## src/rtl/fetch_redirect_unit_if.sv

```systemverilog
// ---------------------------------------------------------------------------
// fetch_redirect_unit_if
// Bundles every fetch-side signal of fetch_redirect_unit except clk/rst.
//   master : the fetch unit (drives PCF, the IF/ID fields, flushes and debug)
//   slave  : the surrounding hazard unit / imem / decode / execute logic
// Signals:
//   RedirectE, PCTargetE   execute-stage redirect request and target
//   StallF, StallD         hazard-unit stall requests
//   InstrF                 imem read data at PCF (combinational)
//   PCF                    fetch address
//   InstrD, PCD, PCPlus4D, ValidD   IF/ID register contents
//   FlushD, FlushE, MisalignE       combinational redirect side effects
//   FetchState             fetch FSM state (debug)
//   RedirectCount, StallCycles      only with FETCH_REDIRECT_STATS_EN defined
// ---------------------------------------------------------------------------
interface fetch_redirect_unit_if #(
   parameter int WIDTH = 32
);
   logic             RedirectE;
   logic [WIDTH-1:0] PCTargetE;
   logic             StallF;
   logic             StallD;
   logic [31:0]      InstrF;
   logic [WIDTH-1:0] PCF;
   logic [31:0]      InstrD;
   logic [WIDTH-1:0] PCD;
   logic [WIDTH-1:0] PCPlus4D;
   logic             ValidD;
   logic             FlushD;
   logic             FlushE;
   logic             MisalignE;
   logic [1:0]       FetchState;
`ifdef FETCH_REDIRECT_STATS_EN
   logic [31:0]      RedirectCount;
   logic [31:0]      StallCycles;
`endif

   modport master (
      input  RedirectE, PCTargetE, StallF, StallD, InstrF,
      output PCF, InstrD, PCD, PCPlus4D, ValidD,
             FlushD, FlushE, MisalignE, FetchState
`ifdef FETCH_REDIRECT_STATS_EN
      , output RedirectCount, StallCycles
`endif
   );

   modport slave (
      output RedirectE, PCTargetE, StallF, StallD, InstrF,
      input  PCF, InstrD, PCD, PCPlus4D, ValidD,
             FlushD, FlushE, MisalignE, FetchState
`ifdef FETCH_REDIRECT_STATS_EN
      , input RedirectCount, StallCycles
`endif
   );
endinterface

```

## src/rtl/fetch_redirect_unit.sv

```systemverilog
// ---------------------------------------------------------------------------
// fetch_redirect_unit
// Owns the fetch PC (PCF) and the IF/ID pipeline register. Consumes the
// execute-stage redirect, applies stall/flush priority and squashes the
// wrong-path instruction held in decode.
// Ports:
//   clk  - clock, all state updates on the rising edge
//   rst  - synchronous active-high reset, overrides every other input
//   bus  - fetch_redirect_unit_if.master (redirect, stalls, imem, IF/ID,
//          flushes, misalign flag, FSM state)
// Parameters:
//   WIDTH        - PC / datapath width
//   RESET_VECTOR - PCF after reset
//   NOP_INSTR    - instruction placed in decode on flush/reset
// Optional build macro:
//   FETCH_REDIRECT_STATS_EN - adds saturating RedirectCount / StallCycles
// ---------------------------------------------------------------------------
module fetch_redirect_unit #(
   parameter int               WIDTH        = 32,
   parameter logic [WIDTH-1:0] RESET_VECTOR = '0,
   parameter logic [31:0]      NOP_INSTR    = 32'h0000_0013
) (
   input logic                  clk,
   input logic                  rst,
   fetch_redirect_unit_if.master bus
);

   typedef enum logic [1:0] {
      ST_BOOT  = 2'd0,
      ST_RUN   = 2'd1,
      ST_STALL = 2'd2,
      ST_REDIR = 2'd3
   } state_t;

   state_t           state_reg, state_next;
   logic [WIDTH-1:0] pcf_reg, pcf_next;
   logic [31:0]      instr_d_reg, instr_d_next;
   logic [WIDTH-1:0] pc_d_reg, pc_d_next;
   logic [WIDTH-1:0] pc_plus4_d_reg, pc_plus4_d_next;
   logic             valid_d_reg, valid_d_next;
   logic [WIDTH-1:0] pcf_plus4;

   // Wraps modulo 2^WIDTH with no overflow indication.
   assign pcf_plus4 = pcf_reg + WIDTH'(4);

   // ---------------------------------------------------------------------
   // Next-state / next-value logic
   // ---------------------------------------------------------------------
   always_comb begin
      state_next      = state_reg;
      pcf_next        = pcf_reg;
      instr_d_next    = instr_d_reg;
      pc_d_next       = pc_d_reg;
      pc_plus4_d_next = pc_plus4_d_reg;
      valid_d_next    = valid_d_reg;

      // All four states share the same exits: BOOT and REDIR are one-cycle
      // states only because their successor is re-decided every cycle.
      case (state_reg)
         ST_BOOT, ST_RUN, ST_STALL, ST_REDIR: begin
            if (bus.RedirectE)   state_next = ST_REDIR;
            else if (bus.StallF) state_next = ST_STALL;
            else                 state_next = ST_RUN;
         end
         default: state_next = ST_RUN;
      endcase

      // PCF: redirect > StallF > increment. Target is word-aligned by
      // dropping its low bits; MisalignE reports the event.
      if (bus.RedirectE)
         pcf_next = {bus.PCTargetE[WIDTH-1:2], 2'b00};
      else if (!bus.StallF)
         pcf_next = pcf_plus4;

      // IF/ID: flush > StallD > load. The first load after reset carries
      // whatever imem returned during BOOT, so it is marked as a bubble.
      if (bus.RedirectE) begin
         instr_d_next    = NOP_INSTR;
         pc_d_next       = '0;
         pc_plus4_d_next = '0;
         valid_d_next    = 1'b0;
      end else if (!bus.StallD) begin
         instr_d_next    = bus.InstrF;
         pc_d_next       = pcf_reg;
         pc_plus4_d_next = pcf_plus4;
         valid_d_next    = (state_reg != ST_BOOT);
      end
   end

   // ---------------------------------------------------------------------
   // State registers
   // ---------------------------------------------------------------------
   always_ff @(posedge clk) begin
      if (rst) begin
         state_reg      <= ST_BOOT;
         pcf_reg        <= RESET_VECTOR;
         instr_d_reg    <= NOP_INSTR;
         pc_d_reg       <= '0;
         pc_plus4_d_reg <= '0;
         valid_d_reg    <= 1'b0;
      end else begin
         state_reg      <= state_next;
         pcf_reg        <= pcf_next;
         instr_d_reg    <= instr_d_next;
         pc_d_reg       <= pc_d_next;
         pc_plus4_d_reg <= pc_plus4_d_next;
         valid_d_reg    <= valid_d_next;
      end
   end

   // ---------------------------------------------------------------------
   // Outputs. InstrF reaches outputs only through instr_d_reg.
   // ---------------------------------------------------------------------
   assign bus.PCF        = pcf_reg;
   assign bus.InstrD     = instr_d_reg;
   assign bus.PCD        = pc_d_reg;
   assign bus.PCPlus4D   = pc_plus4_d_reg;
   assign bus.ValidD     = valid_d_reg;
   assign bus.FlushD     = bus.RedirectE;
   assign bus.FlushE     = bus.RedirectE;
   assign bus.MisalignE  = bus.RedirectE & (bus.PCTargetE[1:0] != 2'b00);
   assign bus.FetchState = state_reg;

`ifdef FETCH_REDIRECT_STATS_EN
   // Saturating event counters; a stalled cycle only counts when no
   // redirect overrides it.
   logic [31:0] redirect_cnt_reg;
   logic [31:0] stall_cnt_reg;

   always_ff @(posedge clk) begin
      if (rst) begin
         redirect_cnt_reg <= '0;
         stall_cnt_reg    <= '0;
      end else begin
         if (bus.RedirectE && (redirect_cnt_reg != 32'hFFFF_FFFF))
            redirect_cnt_reg <= redirect_cnt_reg + 32'd1;
         if (bus.StallF && !bus.RedirectE && (stall_cnt_reg != 32'hFFFF_FFFF))
            stall_cnt_reg <= stall_cnt_reg + 32'd1;
      end
   end

   assign bus.RedirectCount = redirect_cnt_reg;
   assign bus.StallCycles   = stall_cnt_reg;
`endif

endmodule

```

## src/flat_wrapper.sv

```systemverilog
// flat-port wrapper written by rule: the top's interface ports become plain ports
module fetch_redirect_unit_flat 
#(
   parameter int               WIDTH        = 32,
   parameter logic [WIDTH-1:0] RESET_VECTOR = '0,
   parameter logic [31:0]      NOP_INSTR    = 32'h0000_0013
)
  (clk, rst, bus_RedirectE, bus_PCTargetE, bus_StallF, bus_StallD, bus_InstrF, bus_PCF, bus_InstrD, bus_PCD, bus_PCPlus4D, bus_ValidD, bus_FlushD, bus_FlushE, bus_MisalignE, bus_FetchState);
  fetch_redirect_unit_if #(.WIDTH(WIDTH)) bus_i ();
  input logic clk;
  input logic rst;
  input wire logic [$bits(bus_i.RedirectE)-1:0] bus_RedirectE;
  input wire logic [$bits(bus_i.PCTargetE)-1:0] bus_PCTargetE;
  input wire logic [$bits(bus_i.StallF)-1:0] bus_StallF;
  input wire logic [$bits(bus_i.StallD)-1:0] bus_StallD;
  input wire logic [$bits(bus_i.InstrF)-1:0] bus_InstrF;
  output wire logic [$bits(bus_i.PCF)-1:0] bus_PCF;
  output wire logic [$bits(bus_i.InstrD)-1:0] bus_InstrD;
  output wire logic [$bits(bus_i.PCD)-1:0] bus_PCD;
  output wire logic [$bits(bus_i.PCPlus4D)-1:0] bus_PCPlus4D;
  output wire logic [$bits(bus_i.ValidD)-1:0] bus_ValidD;
  output wire logic [$bits(bus_i.FlushD)-1:0] bus_FlushD;
  output wire logic [$bits(bus_i.FlushE)-1:0] bus_FlushE;
  output wire logic [$bits(bus_i.MisalignE)-1:0] bus_MisalignE;
  output wire logic [$bits(bus_i.FetchState)-1:0] bus_FetchState;
  assign bus_i.RedirectE = bus_RedirectE;
  assign bus_i.PCTargetE = bus_PCTargetE;
  assign bus_i.StallF = bus_StallF;
  assign bus_i.StallD = bus_StallD;
  assign bus_i.InstrF = bus_InstrF;
  assign bus_PCF = bus_i.PCF;
  assign bus_InstrD = bus_i.InstrD;
  assign bus_PCD = bus_i.PCD;
  assign bus_PCPlus4D = bus_i.PCPlus4D;
  assign bus_ValidD = bus_i.ValidD;
  assign bus_FlushD = bus_i.FlushD;
  assign bus_FlushE = bus_i.FlushE;
  assign bus_MisalignE = bus_i.MisalignE;
  assign bus_FetchState = bus_i.FetchState;
  fetch_redirect_unit #(.WIDTH(WIDTH), .RESET_VECTOR(RESET_VECTOR), .NOP_INSTR(NOP_INSTR)) u_core (.clk(clk), .rst(rst), .bus(bus_i));
endmodule
```

## config.mk

```make
export PLATFORM = sky130hd
export DESIGN_NAME = fetch_redirect_unit_flat
export DESIGN_NICKNAME = d
export VERILOG_FILES = /design/src/rtl/fetch_redirect_unit_if.sv /design/src/rtl/fetch_redirect_unit.sv /design/src/flat_wrapper.sv
export SDC_FILE = /design/constraint.sdc
export NUM_CORES = 1
export LEC_CHECK = 0
export CAP_MARGIN = 10
export CORE_MARGIN = 5
export CORE_UTILIZATION = 45
export DETAILED_ROUTE_END_ITERATION = 7
export PLACE_DENSITY = 0.84
export SLEW_MARGIN = 20
export SYNTH_ARGS = -nofsm -noshare
export SYNTH_HDL_FRONTEND = slang
export SYNTH_SLANG_ARGS = --single-unit
```

## constraint.sdc

```tcl
create_clock -name clk -period 2.5 [get_ports clk]
set_input_delay 0.25 -clock clk [delete_from_list [all_inputs] [get_ports clk]]
set_output_delay 0.25 -clock clk [all_outputs]
set_load 0.1 [all_outputs]
```

==> impl_results.md <==
- Via count: 5170
- R2r startpoint: u_core.bus.PCF[2]
- Crit path max-delay family: simple AND/OR/NAND/NOR gates
- GPL Wtd Cong: 0.9064
- Slowest stage delay, CP: 0.75 ns
- Fin cells: 976
- Area of the core: 12110 um^2
- Clock Pin Slew Worst Setup and Hold Paths: 0.06 ns
- Crit end category: flop
- Critical Path RT: 2.77 ns
- Hold EP: u_core.bus.InstrD[16]
- Hold Buf Count CTS: 0
- Max Slew Vio Count: 0
- Final HPWL DP: 12.88 mm
- Crit-path max FO: 7
- Drt total wl: 17.38 mm
- Skew-Pair Late Insertion Delay: 0.41 ns
- Global route overflow: 0
- Skew final: 0.007106 ns
- Root Buffer: clkbuf_16
- IO buf count: 196
- Type of origin of the critical path: flop
- Drt pass-1 iters: 5
- Placed insts: 944
- Starting Density: 46.25%
- Largest net degree at the start of global routing: 48
- Post-Syn Instances: 617
- Static leakage: 3.440 nW
- Hold depth: 3
- GRT Util Overall: 23.47%
- # clock sinks: 125
- Yosys warnings: 0
- Max Cap Viol: 0
- Initial antenna violation count: 0
- CTS tree: built
- Remaining DRCs: 0
- Most common cell after layout, fill and taps aside: buf_4
- Post-DR wirelength/cell: 17.80 um
- Nets: 865
- CP bufs+invs: 0
- EDFF count, synth: 0
- Max IR drop VDD: 0.4227 mV
- CP max stage cell: or4_1
- PostCTS Resize Cnt: 0
- R2R setup slack: 0.24 ns
- H-tree depth: 4
- # diodes: 0
- Crit-path cells: ha_1 > nand3_1 > or4_1 > nor2_1 > xnor2_1 > a21oi_1
- DR iter-0 viols: 420
- Chip Width: 121.6 um
- Fin Setup TNS: 0 ns
- Register area share after synthesis: 44.67%
- CTS max path bufs: 2
- Post-Syn Area: 5602 um^2
- Worst slew margin: 62.25%
- Synth cell types: 49
- Least-Margin Pin Slew: 0.5611 ns
- Commonest non-fill, non-tap cells in the layout: 146 x buf_4, 116 x nor2_1, 108 x dfxtp_1
- Period utilisation layout: 90.58%
- Final setup fails: 0
- Ys flop type: dfxtp_1
- Hold WS: 0.2433 ns
- Hold Vio Cnt, Final: 0
- Seq cells post-synth: 125
- Ratio of cells with drive above 1 in the final layout: 27.48%
- Vias in the first global route: 5221
- Die area: 14780 um^2
- Cell Rows: 40
- Min-delay src: bus_StallD
- First-pass GRT wire length: 27.19 mm
- Reg2reg end: u_core.bus.PCPlus4D[20]
- Total CTS buffers: 17
- R2r worst-path depth: 6
- IO Pins: 203
- Critical path class: reg2reg
- Worst setup path start: u_core.bus.PCF[2]
- Pwr Density: 747.3 nW/um^2
- P&R area growth vs syn: 43.02%
- Fmax: 441.6 MHz
- Min-delay worst type: in2reg
- Status: finished clean
- ANT nets after route: 0
- Vias per Instance: 5.297
- Tmin final: 2.264 ns
- Worst path arrival time: 2.54 ns
- Die height: 121.6 um
- Postcts setup bufs: 0
- RSZ-0062 raised after global routing: false
- Syn avg cell area: 9.079 um^2
- Ys async rst share: 0%
[worst reg2reg max path: cells and delay by family, from the launching register on]
kind,cells,cell delay (ns)
xor+xnor,1,0.17
compound gates,1,0.09
simple gates,3,1.11
fa+ha+maj,1,0.30
flops,1,0.45
[area by class of cell]
class | instances | area (um^2)
Multi-Input combinational cell | 429 | 2778
Timing Repair Buffer | 217 | 1847
Tap cell | 168 | 210.2
Fill cell | 1005 | 4100
Clock buffer | 21 | 470.5
Inverter | 5 | 18.77
Sequential cell | 125 | 2524
Clock inverter | 11 | 163.9
[sequential cells by signal, indices dropped and copies added (netlist names)]
name and flops:
u_core.bus.FetchState 2, u_core.bus.InstrD 32, u_core.bus.PCD 30, u_core.bus.PCF 30, u_core.bus.PCPlus4D 30, u_core.bus.ValidD 1
[synth_stat cells (all sizes together) (2+ instances only)]
cell type | instances | share of area (%)
buf | 28 | 3.4
inv | 4 | 0.27
and4 | 3 | 0.47
clkbuf | 35 | 2.4
nor3 | 17 | 1.9
or2 | 3 | 0.34
nor2 | 116 | 7.8
dfxtp | 125 | 45
nor4 | 12 | 2.3
nand3 | 7 | 0.85
a211oi | 8 | 1.2
o32ai | 2 | 0.45
a21oi | 41 | 3.7
o21ai | 27 | 2.4
nand2 | 35 | 2.3
xor2 | 22 | 3.4
xnor2 | 24 | 3.8
mux2i | 72 | 13
a221oi | 3 | 0.47
or4 | 4 | 0.74
and3 | 3 | 0.34
nand4 | 12 | 2.0
nand4b | 2 | 0.42
[logic make-up (layout without fill, tap and decap cells)]
logic type / Yosys count / count (layout) / synth area share (%)
adders and majority gates: 1 / 1 / 0.2233
muxes: 72 / 72 / 12.87
xor gates and xnor gates: 46 / 46 / 7.192
and+or+nand+nor: 219 / 219 / 20.19
other: 1 / 6 / 0.06694
buffers and inverters: 68 / 254 / 6.075
DFF: 125 / 125 / 44.67
AOI/OAI and AO/OA: 85 / 85 / 8.712
[worst max-delay path by stage]
stage	end	slack [ns]	cells past startpoint
after floorplan	u_core.bus.PCF[30]	0.03	6
after global placement	u_core.bus.PCF[26]	0.25	6
after detailed placement	u_core.bus.PCF[26]	0.17	6
after CTS	u_core.bus.PCPlus4D[20]	0.25	6
after global routing	u_core.bus.PCPlus4D[20]	0.11	6
final	u_core.bus.PCPlus4D[20]	0.24	6
[power breakdown]
group	switching, mW	internal (mW)	leakage [nW]	total, mW
logic	0.858	0.332	2.10	1.19
clock network	0.872	1.74	0.309	2.61
registers	0.109	2.08	1.03	2.18
total	1.84	4.15	3.44	5.99
[through the flow]
step	worst slack (ns)	instance area, um^2	util, %	power, mW
after global routing	0.1123	8011	66.15	6.176
after global placement	0.2459	7377	60.91	3.392
after detailed placement	0.1681	7377	60.91	3.409
final	0.2355	8011	66.15	5.987
after CTS	0.2466	8011	66.15	6.013
after floorplan	0.02933	5642	-	3.086
[metal layers]
metal	GRT usage, %	part of all wire [%]	up-vias
met5	0	0	-
met4	9.244	2.5	0
met3	6.500	7.1	35
met2	38.79	50	217
met1	29.07	41	2466
li1	-	-	2452
Note: power is estimated with default switching activity, not from simulation.
